## config.mk

```make
export PLATFORM = sky130hd
export DESIGN_NAME = spike_aer_encoder
export DESIGN_NICKNAME = d
export VERILOG_FILES = /design/src/rtl/snn_pkg.sv /design/src/rtl/aer_sync_fifo.sv /design/src/rtl/spike_aer_encoder.sv
export SDC_FILE = /design/constraint.sdc
export NUM_CORES = 1
export LEC_CHECK = 0
export CORE_MARGIN = 5
export CORE_UTILIZATION = 55
export CTS_CLUSTER_DIAMETER = 200
export DETAILED_ROUTE_END_ITERATION = 16
export PLACE_DENSITY = 0.77
export SLEW_MARGIN = 15
export SYNTH_ARGS = -nofsm -noshare
export SYNTH_HDL_FRONTEND = slang
export SYNTH_HIERARCHICAL = 1
export SYNTH_SLANG_ARGS = --single-unit
```

## constraint.sdc

```tcl
create_clock -name clk -period 3.8 [get_ports clk]
set_input_delay 0.76 -clock clk [delete_from_list [all_inputs] [get_ports clk]]
set_output_delay 0.76 -clock clk [all_outputs]
set_load 0.1 [all_outputs]
```

## src/rtl/snn_pkg.sv

```systemverilog
// Shared SNN definitions: default event field widths and the address-event record.
package snn_pkg;
  localparam int SNN_ADDR_W = 3;
  localparam int SNN_TS_W   = 8;

  typedef struct packed {
    logic [SNN_ADDR_W-1:0] addr;
    logic [SNN_TS_W-1:0]   ts;
  } aer_event_t;
endpackage

```

## src/rtl/aer_sync_fifo.sv

```systemverilog
// Synchronous event FIFO; a push is accepted at full when a pop happens in the same cycle.
module aer_sync_fifo #(
  parameter int W     = 11,
  parameter int DEPTH = 4
) (
  input  logic                     clk,
  input  logic                     reset_n,
  input  logic                     i_push,
  input  logic [W-1:0]             i_din,
  input  logic                     i_pop,
  output logic [W-1:0]             o_dout,
  output logic                     o_full,
  output logic                     o_empty,
  output logic [$clog2(DEPTH):0]   o_count
);
  localparam int PW = $clog2(DEPTH);

  logic [W-1:0]  r_mem [DEPTH];
  logic [PW-1:0] r_wptr, r_rptr;
  logic [PW:0]   r_count;
  logic          w_push, w_pop;

  assign o_full  = (r_count == (PW+1)'(DEPTH));
  assign o_empty = (r_count == '0);
  assign o_count = r_count;
  assign o_dout  = r_mem[r_rptr];

  assign w_pop  = i_pop & ~o_empty;
  assign w_push = i_push & (~o_full | w_pop);

  always_ff @(posedge clk) begin
    if (!reset_n) begin
      r_wptr  <= '0;
      r_rptr  <= '0;
      r_count <= '0;
      for (int i = 0; i < DEPTH; i++) r_mem[i] <= '0;
    end else begin
      if (w_push) begin
        r_mem[r_wptr] <= i_din;
        r_wptr        <= r_wptr + 1'b1;
      end
      if (w_pop) r_rptr <= r_rptr + 1'b1;
      case ({w_push, w_pop})
        2'b10:   r_count <= r_count + 1'b1;
        2'b01:   r_count <= r_count - 1'b1;
        default: r_count <= r_count;
      endcase
    end
  end
endmodule

```

## src/rtl/spike_aer_encoder.sv

```systemverilog
// Spike edge capture, round-robin arbitration and timestep stamping into an AER event FIFO.
// ADDR_W must equal clog2(N_NEURONS).
module spike_aer_encoder
  import snn_pkg::*;
#(
  parameter int N_NEURONS  = 8,
  parameter int ADDR_W     = SNN_ADDR_W,
  parameter int TS_W       = SNN_TS_W,
  parameter int FIFO_DEPTH = 4
) (
  input  logic                 clk,
  input  logic                 reset_n,
  input  logic [N_NEURONS-1:0] spike_in,
  input  logic                 tick,
  output logic                 ev_valid,
  input  logic                 ev_ready,
  output logic [ADDR_W-1:0]    ev_addr,
  output logic [TS_W-1:0]      ev_ts,
  output logic                 overflow
);
  logic [N_NEURONS-1:0] r_prev, r_pending;
  logic [N_NEURONS-1:0] w_rise, w_gnt_oh, w_lost;
  logic [ADDR_W-1:0]    r_rr_ptr, w_gnt_idx;
  logic [ADDR_W:0]      w_scan;
  logic [TS_W-1:0]      r_ts;
  logic                 r_overflow;
  logic                 w_gnt_found, w_gnt, w_pop, w_can_push;
  logic                 w_full, w_empty, w_unused_full;
  logic [$clog2(FIFO_DEPTH):0] w_fifo_count;

  assign w_rise = spike_in & ~r_prev;
  assign w_pop  = ev_valid & ev_ready;
  assign w_can_push = (w_fifo_count < ($clog2(FIFO_DEPTH)+1)'(FIFO_DEPTH)) | w_pop;
  assign w_unused_full = w_full;

  // circular scan starting at the round-robin pointer
  always_comb begin
    w_gnt_found = 1'b0;
    w_gnt_idx   = '0;
    w_scan      = '0;
    for (int k = 0; k < N_NEURONS; k++) begin
      w_scan = {1'b0, r_rr_ptr} + (ADDR_W+1)'(k);
      if (w_scan >= (ADDR_W+1)'(N_NEURONS)) w_scan = w_scan - (ADDR_W+1)'(N_NEURONS);
      if (!w_gnt_found && r_pending[w_scan[ADDR_W-1:0]]) begin
        w_gnt_found = 1'b1;
        w_gnt_idx   = w_scan[ADDR_W-1:0];
      end
    end
  end

  assign w_gnt    = w_gnt_found & w_can_push;
  assign w_gnt_oh = w_gnt ? (N_NEURONS'(1) << w_gnt_idx) : '0;
  // a granted line that rises again stays pending, so it is not a loss
  assign w_lost   = w_rise & r_pending & ~w_gnt_oh;

  always_ff @(posedge clk) begin
    if (!reset_n) begin
      r_prev     <= '0;
      r_pending  <= '0;
      r_ts       <= '0;
      r_rr_ptr   <= '0;
      r_overflow <= 1'b0;
    end else begin
      r_prev    <= spike_in;
      r_pending <= (r_pending & ~w_gnt_oh) | w_rise;
      if (tick) r_ts <= r_ts + 1'b1;
      if (w_gnt)
        r_rr_ptr <= (w_gnt_idx == ADDR_W'(N_NEURONS-1)) ? '0 : w_gnt_idx + 1'b1;
      if (|w_lost) r_overflow <= 1'b1;
    end
  end

  aer_sync_fifo #(.W(ADDR_W+TS_W), .DEPTH(FIFO_DEPTH)) u_fifo (
    .clk     (clk),
    .reset_n (reset_n),
    .i_push  (w_gnt),
    .i_din   ({w_gnt_idx, r_ts}),
    .i_pop   (ev_ready),
    .o_dout  ({ev_addr, ev_ts}),
    .o_full  (w_full),
    .o_empty (w_empty),
    .o_count (w_fifo_count)
  );

  assign ev_valid = ~w_empty;
  assign overflow = r_overflow;
endmodule
```

==> out/qor.txt, run 1 <==
status - finished, violations left
violations in the final reports - setup timing
Fin Hold WS - 0.5046 ns
die footprint - 10,790 sq um
Hold Path Origin - r_prev[2]
cell type with the highest occurrence count on the critical path - ha_4
standard-cell row count - 34
Min Clock Period, post-route - 3.848 ns
clock tree from TritonCTS - yes
worst-case clock buffer depth - 2
clock tree root driver cell - clkbuf_8
post-synthesis instance total - 446
hold path endpoint - r_pending[2]
type of the tightest min-delay check - flip-flop to flip-flop
number of warning messages in the yosys log - 6
leading cell types in the layout, fill and taps excluded - and2_1, buf_4, edfxtp_1, dfxtp_1, nand2_1
number of placed I/O pins - 25
number of buffer cells added on primary ports - 24
launch point of the worst reg-to-reg path - r_rr_ptr[0]
crit-path max FO - 7
cell area after synthesis - 4846 sq um
largest net degree at the start of global routing - 35
cell count of the worst reg-to-reg path - 17
final WL - 10,880 microns
unrepaired setup endpoints after global routing - true
PnR worst setup slack - -0.04776 ns
Achievable Freq - 259.9 MHz
relative max-transition margin - 22.86%
DR pass1 iterations - 4
share of the core filled with cells - 65.92%
endpoint of the most critical register-to-register path - overflow
cell type of the slowest stage on the worst timing path - mux4_2
final HPWL from detailed placement - 7531 microns
final number of hold-violating endpoints - 0
cell family with the largest share of critical-path delay - simple AND/OR/NAND/NOR gates
hold path cells - 2
GP Congestion - 0.9513
WS Path Type - flip-flop to flip-flop
commonest non-fill, non-tap cell in the layout - and2_1
average instance area after synthesis - 10.87 sq um
slack of the worst reg-to-reg path - -0.05 ns
Slew Limit Fails - 0
fraction of final layout cells sized beyond drive strength 1 - 27.79%
floorplan die width - 103.9 microns
Critical Path, Cell by Cell - inv_8, ha_4, mux4_2, mux2i_2, and4_1, o2111a_1, a311oi_2, or3_4, o31ai_4, or2_4, buf_6, ha_4, nor2_2, nor4_2, o221a_1, o21ai_2, o21a_1
first-pass GRT wire length - 17,750 microns
clock buffers created by TritonCTS - 9
final std cell area, no fill - 5693 sq um
net count of the mapped netlist - 468
total grt overflow - 0
number of diodes - 0
register clock-pin slew on the reported worst setup and hold paths - 0.08 ns
vias after detailed routing - 3,586
stage delay of the slowest cell on the critical path - 0.55 ns
number of violations of the max-capacitance limit - 0
number of sinks handled by clock tree synthesis - 81
final net count - 510
transition time at the pin with the least slew margin - 1.149 ns
Area after DPL - 5255 sq um
total routing usage reported by global routing - 20.27%
required time worst endpoint - 4.06 ns
sort of element at the end of the critical path - flip-flop
signed area change from the synthesized netlist to the final layout - 17.48%
vertical die dimension - 103.9 microns
deepest level of the CTS H-tree - 3
startpoint type of the worst setup path - flip-flop
Detail Route Antenna Nets - 0
final worst-path cycle share - 101.3%
initial drt markers - 137
Worst EP arrival - 4.11 ns
CTS Hold Bufs - 0
initial antenna violation count - 0
buffering stage count on the worst path with inverters included - 2
Starting Density - 56.11%
DRC violation count after routing - 0
post-DR vias/cell - 5.967
Clock Skews - 0.009865 ns
clk_lat worst skew - 0.36 ns
DR WL/cell - 18.10 microns
final setup vio count - 1
via count of the first global-routing pass - 3,647
Core ar. - 8636 sq um
-- metal layers --
metal	GRT usage (%)	vias to the layer above	part of all wire, %
li1	-	1721	-
met1	24.27	1743	41
met2	35.11	95	52
met3	4.593	27	4.3
met4	8.233	0	3.1
met5	0	-	0
-- layout make-up --
cell class	instances	area, sq um
fillers	665	2943
multi-input cells	317	2696
flip-flops and latches	81	2067
repair buffers	63	523.0
well taps	108	135.1
clock buffers	9	123.9
clock inverters	7	77.57
inverters	16	70.07
-- worst register-to-register path: cells and delay by family (launching register included) --
family	cells	cell delay, ns
AOI/OAI and AO/OA	6	0.85
adders and majority gates	2	0.46
muxes	2	0.76
DFF	1	0.38
and+or+nand+nor	5	1.14
buffers and inverters	2	0.15
-- metrics by stage --
step / worst slack (ns) / TNS, ns / cells
global route: -0.1334 / -0.4002 / 601
finish: -0.04776 / -0.04776 / 601
CTS: 0.01190 / 0 / 598
detailed placement: -0.1485 / -0.1485 / 570
global placement: 0.04273 / 0 / 570
floorplan: -0.1229 / -0.1229 / 446
-- timing repair --
| action | CTS | global route |
|---|---|---|
| setup buffers | 12 | 3 |
| endpoints found under the setup margin | 1 | 12 |
| resized for setup | 16 | 11 |
| pin swaps | 14 | 13 |
-- sequential cells by signal, indices dropped and copies added (netlist names), named ones only --
name            count
overflow            1
r_pending           8
r_prev              8
r_rr_ptr            3
r_ts                8
u_fifo/o_count      3
u_fifo/r_mem       44
u_fifo/r_rptr       2
u_fifo/r_wptr       2
-- how the worst max path moves through the flow --
stage	from	end	slack (ns)	cells after the start
after floorplan	r_rr_ptr[0]	overflow	-0.12	20
after global placement	r_rr_ptr[0]	overflow	0.04	17
after detailed placement	r_rr_ptr[0]	overflow	-0.15	17
after CTS	r_rr_ptr[0]	overflow	0.01	17
after global routing	r_rr_ptr[0]	overflow	-0.13	17
final	r_rr_ptr[0]	overflow	-0.05	17
Power of run 1 is not shown: default switching activity piles up to over one toggle a cycle in this logic, so the estimate is an artifact.
==> run 2, diff against run 1 <==
Settings changed: CORE_MARGIN 5 to unset, SLEW_MARGIN 15 to 20.
==> run 2 against run 1 <==
The run now ends clean; critical path depth did not move; register-to-register slack better by 0.07 ns; core utilization rose by 1.8 points; cell area shrank 0.31%; clock skew up 0.0065 ns; worst setup slack gained 0.068 ns; global-route usage rose by 4.0 points; sequential share of layout area up 0.11 points; cell count unchanged; routed wire length shrank 1.3%; count of clock-buffer cells in the layout rose by 1.
==> out/qor.txt, run 2 (synthesis gave the netlist of run 1 again) <==
status - finished clean
number of buffer cells added on primary ports - 24
via count of the first global-routing pass - 3,286
clk_lat worst skew - 0.36 ns
cell type of the slowest stage on the worst timing path - mux4_2
Min Clock Period, post-route - 3.780 ns
fin cells - 601
DR WL/cell - 17.86 microns
number of placed I/O pins - 25
floorplan die width - 95.87 microns
fill cell instance count of the final layout - 633
final number of hold-violating endpoints - 0
sort of element at the end of the critical path - flip-flop
origin of the worst setup path - r_rr_ptr[0]
standard-cell row count - 33
vertical die dimension - 95.87 microns
stage delay of the slowest cell on the critical path - 0.50 ns
WS Path Type - flip-flop to flip-flop
final setup vio count - 0
type of the tightest min-delay check - flip-flop to flip-flop
final WL - 10,730 microns
Hold Path Origin - r_prev[5]
number of violations of the max-capacitance limit - 0
Critical Path, Cell by Cell - inv_8, ha_4, buf_6, mux4_2, mux2_4, or2_4, a311oi_4, or3_4, o31ai_4, or2_4, ha_4, buf_4, ha_4, o211a_1, o221a_1, o21ai_2, o21a_1
GP Congestion - 0.9414
clock tree from TritonCTS - yes
Slew Limit Fails - 0
worst-case clock buffer depth - 2
vias after detailed routing - 3,592
final net count - 513
startpoint type of the worst setup path - flip-flop
largest register by flop count - u_fifo/r_mem
hold path endpoint - r_pending[5]
number of sinks handled by clock tree synthesis - 81
fraction of final layout cells sized beyond drive strength 1 - 26.41%
initial drt markers - 238
slack of the worst reg-to-reg path - 0.02 ns
signed area change from the synthesized netlist to the final layout - 17.12%
die footprint - 9190 sq um
leading cell types in the layout, fill and taps excluded - and2_1, buf_4, edfxtp_1, dfxtp_1, nand2_1
cell count of the worst reg-to-reg path - 17
endpoint of the most critical register-to-register path - overflow
initial antenna violation count - 0
Detail Route Antenna Nets - 0
Worst EP arrival - 4.09 ns
deepest level of the CTS H-tree - 3
total grt overflow - 0
post-DR vias/cell - 5.977
first-pass GRT wire length - 16,640 microns
crit-path max FO - 6
launch point of the worst reg-to-reg path - r_rr_ptr[0]
CTS Hold Bufs - 0
commonest non-fill, non-tap cell in the layout - and2_1
hold path cells - 2
DR pass1 iterations - 5
DRC violation count after routing - 0
share of the core filled with cells - 67.71%
clock tree root driver cell - clkbuf_8
Cell Count Post-Placement - 567
final HPWL from detailed placement - 7100 microns
unrepaired setup endpoints after global routing - true
total routing usage reported by global routing - 24.31%
Clock Skews - 0.01639 ns
cell type with the highest occurrence count on the critical path - ha_4
required time worst endpoint - 4.11 ns
relative max-transition margin - 35.74%
register clock-pin slew on the reported worst setup and hold paths - 0.10 ns
clock buffers created by TritonCTS - 9
final worst-path cycle share - 99.46%
Core ar. - 8382 sq um
transition time at the pin with the least slew margin - 0.9610 ns
number of diodes - 0
largest net degree at the start of global routing - 35
number of flip-flops in the largest register - 44
Starting Density - 57.81%
Achievable Freq - 264.6 MHz
-- run 2: cell count changes in the layout (fill, tap and decap cells not counted), moves of 2 or more --
| cell | previous run | this run |
|---|---|---|
| buf_4 | 48 | 51 |
| mux2i_1 | 15 | 17 |
| inv_6 | 1 | 4 |
| clkinvlp_4 | 2 | 0 |
| nor2_2 | 4 | 2 |
| mux2i_2 | 3 | 1 |
| ha_2 | 3 | 1 |
-- run 2: stage by stage --
stage | setup WS, ns | hold WS [ns] | setup TNS, ns | area [sq um]
2_1_floorplan | -0.1229 | 0.4761 | -0.1229 | 4921
3_3_place_gp | 0.07728 | 0.4804 | 0 | 5241
3_5_place_dp | -0.04563 | 0.4964 | -0.04563 | 5241
4_1_cts | 0.0007465 | 0.5036 | 0 | 5532
5_1_grt | -0.1397 | 0.5291 | -0.1774 | 5675
6_report | 0.02047 | 0.4978 | 0 | 5675
-- run 2: what timing repair did --
item / CTS / global route
buffers inserted: 9 / 9
pin swaps: 9 / 13
gates resized for setup: 8 / 15
setup endpoints to repair: 1 / 3
-- run 2: worst max-delay path, delay by kind of cell (launching register included) --
family                     cells  cell delay [ns]
and+or+nand+nor                3             0.72
AOI/OAI and AO/OA              6             0.92
buffers and inverters          3             0.29
DFF                            1             0.39
adders and majority gates      3             0.63
muxes                          2             0.81
-- run 2: worst max-delay path by stage --
stage / cells after the start / slack, ns / endpoint
floorplan: 20 / -0.12 / overflow
global placement: 18 / 0.08 / overflow
detailed placement: 18 / -0.05 / overflow
CTS: 17 / 0.0007 / overflow
global route: 18 / -0.14 / overflow
finish: 17 / 0.02 / overflow
-- run 2: routing by layer --
| metal | vias up | GRT usage, % | share of wire, % |
|---|---|---|---|
| met3 | 18 | 4.028 | 5.4 |
| met4 | 0 | 7.711 | 1.2 |
| met5 | - | 0 | 0 |
| met1 | 1746 | 34.31 | 47 |
| li1 | 1716 | - | - |
| met2 | 112 | 38.21 | 47 |
-- run 2: cell type report --
cell class                      count  area [sq um]  area share (%)
Sequential cell                    81          2067           36.42
Multi-Input combinational cell    317          2695           47.49
Tap cell                          105         131.4           2.315
Clock buffer                       10         127.6           2.249
Timing Repair Buffer               66         535.5           9.436
Inverter                           16         70.07           1.235
Clock inverter                      6         48.80          0.8598
Power of run 2 is left out for the same reason.
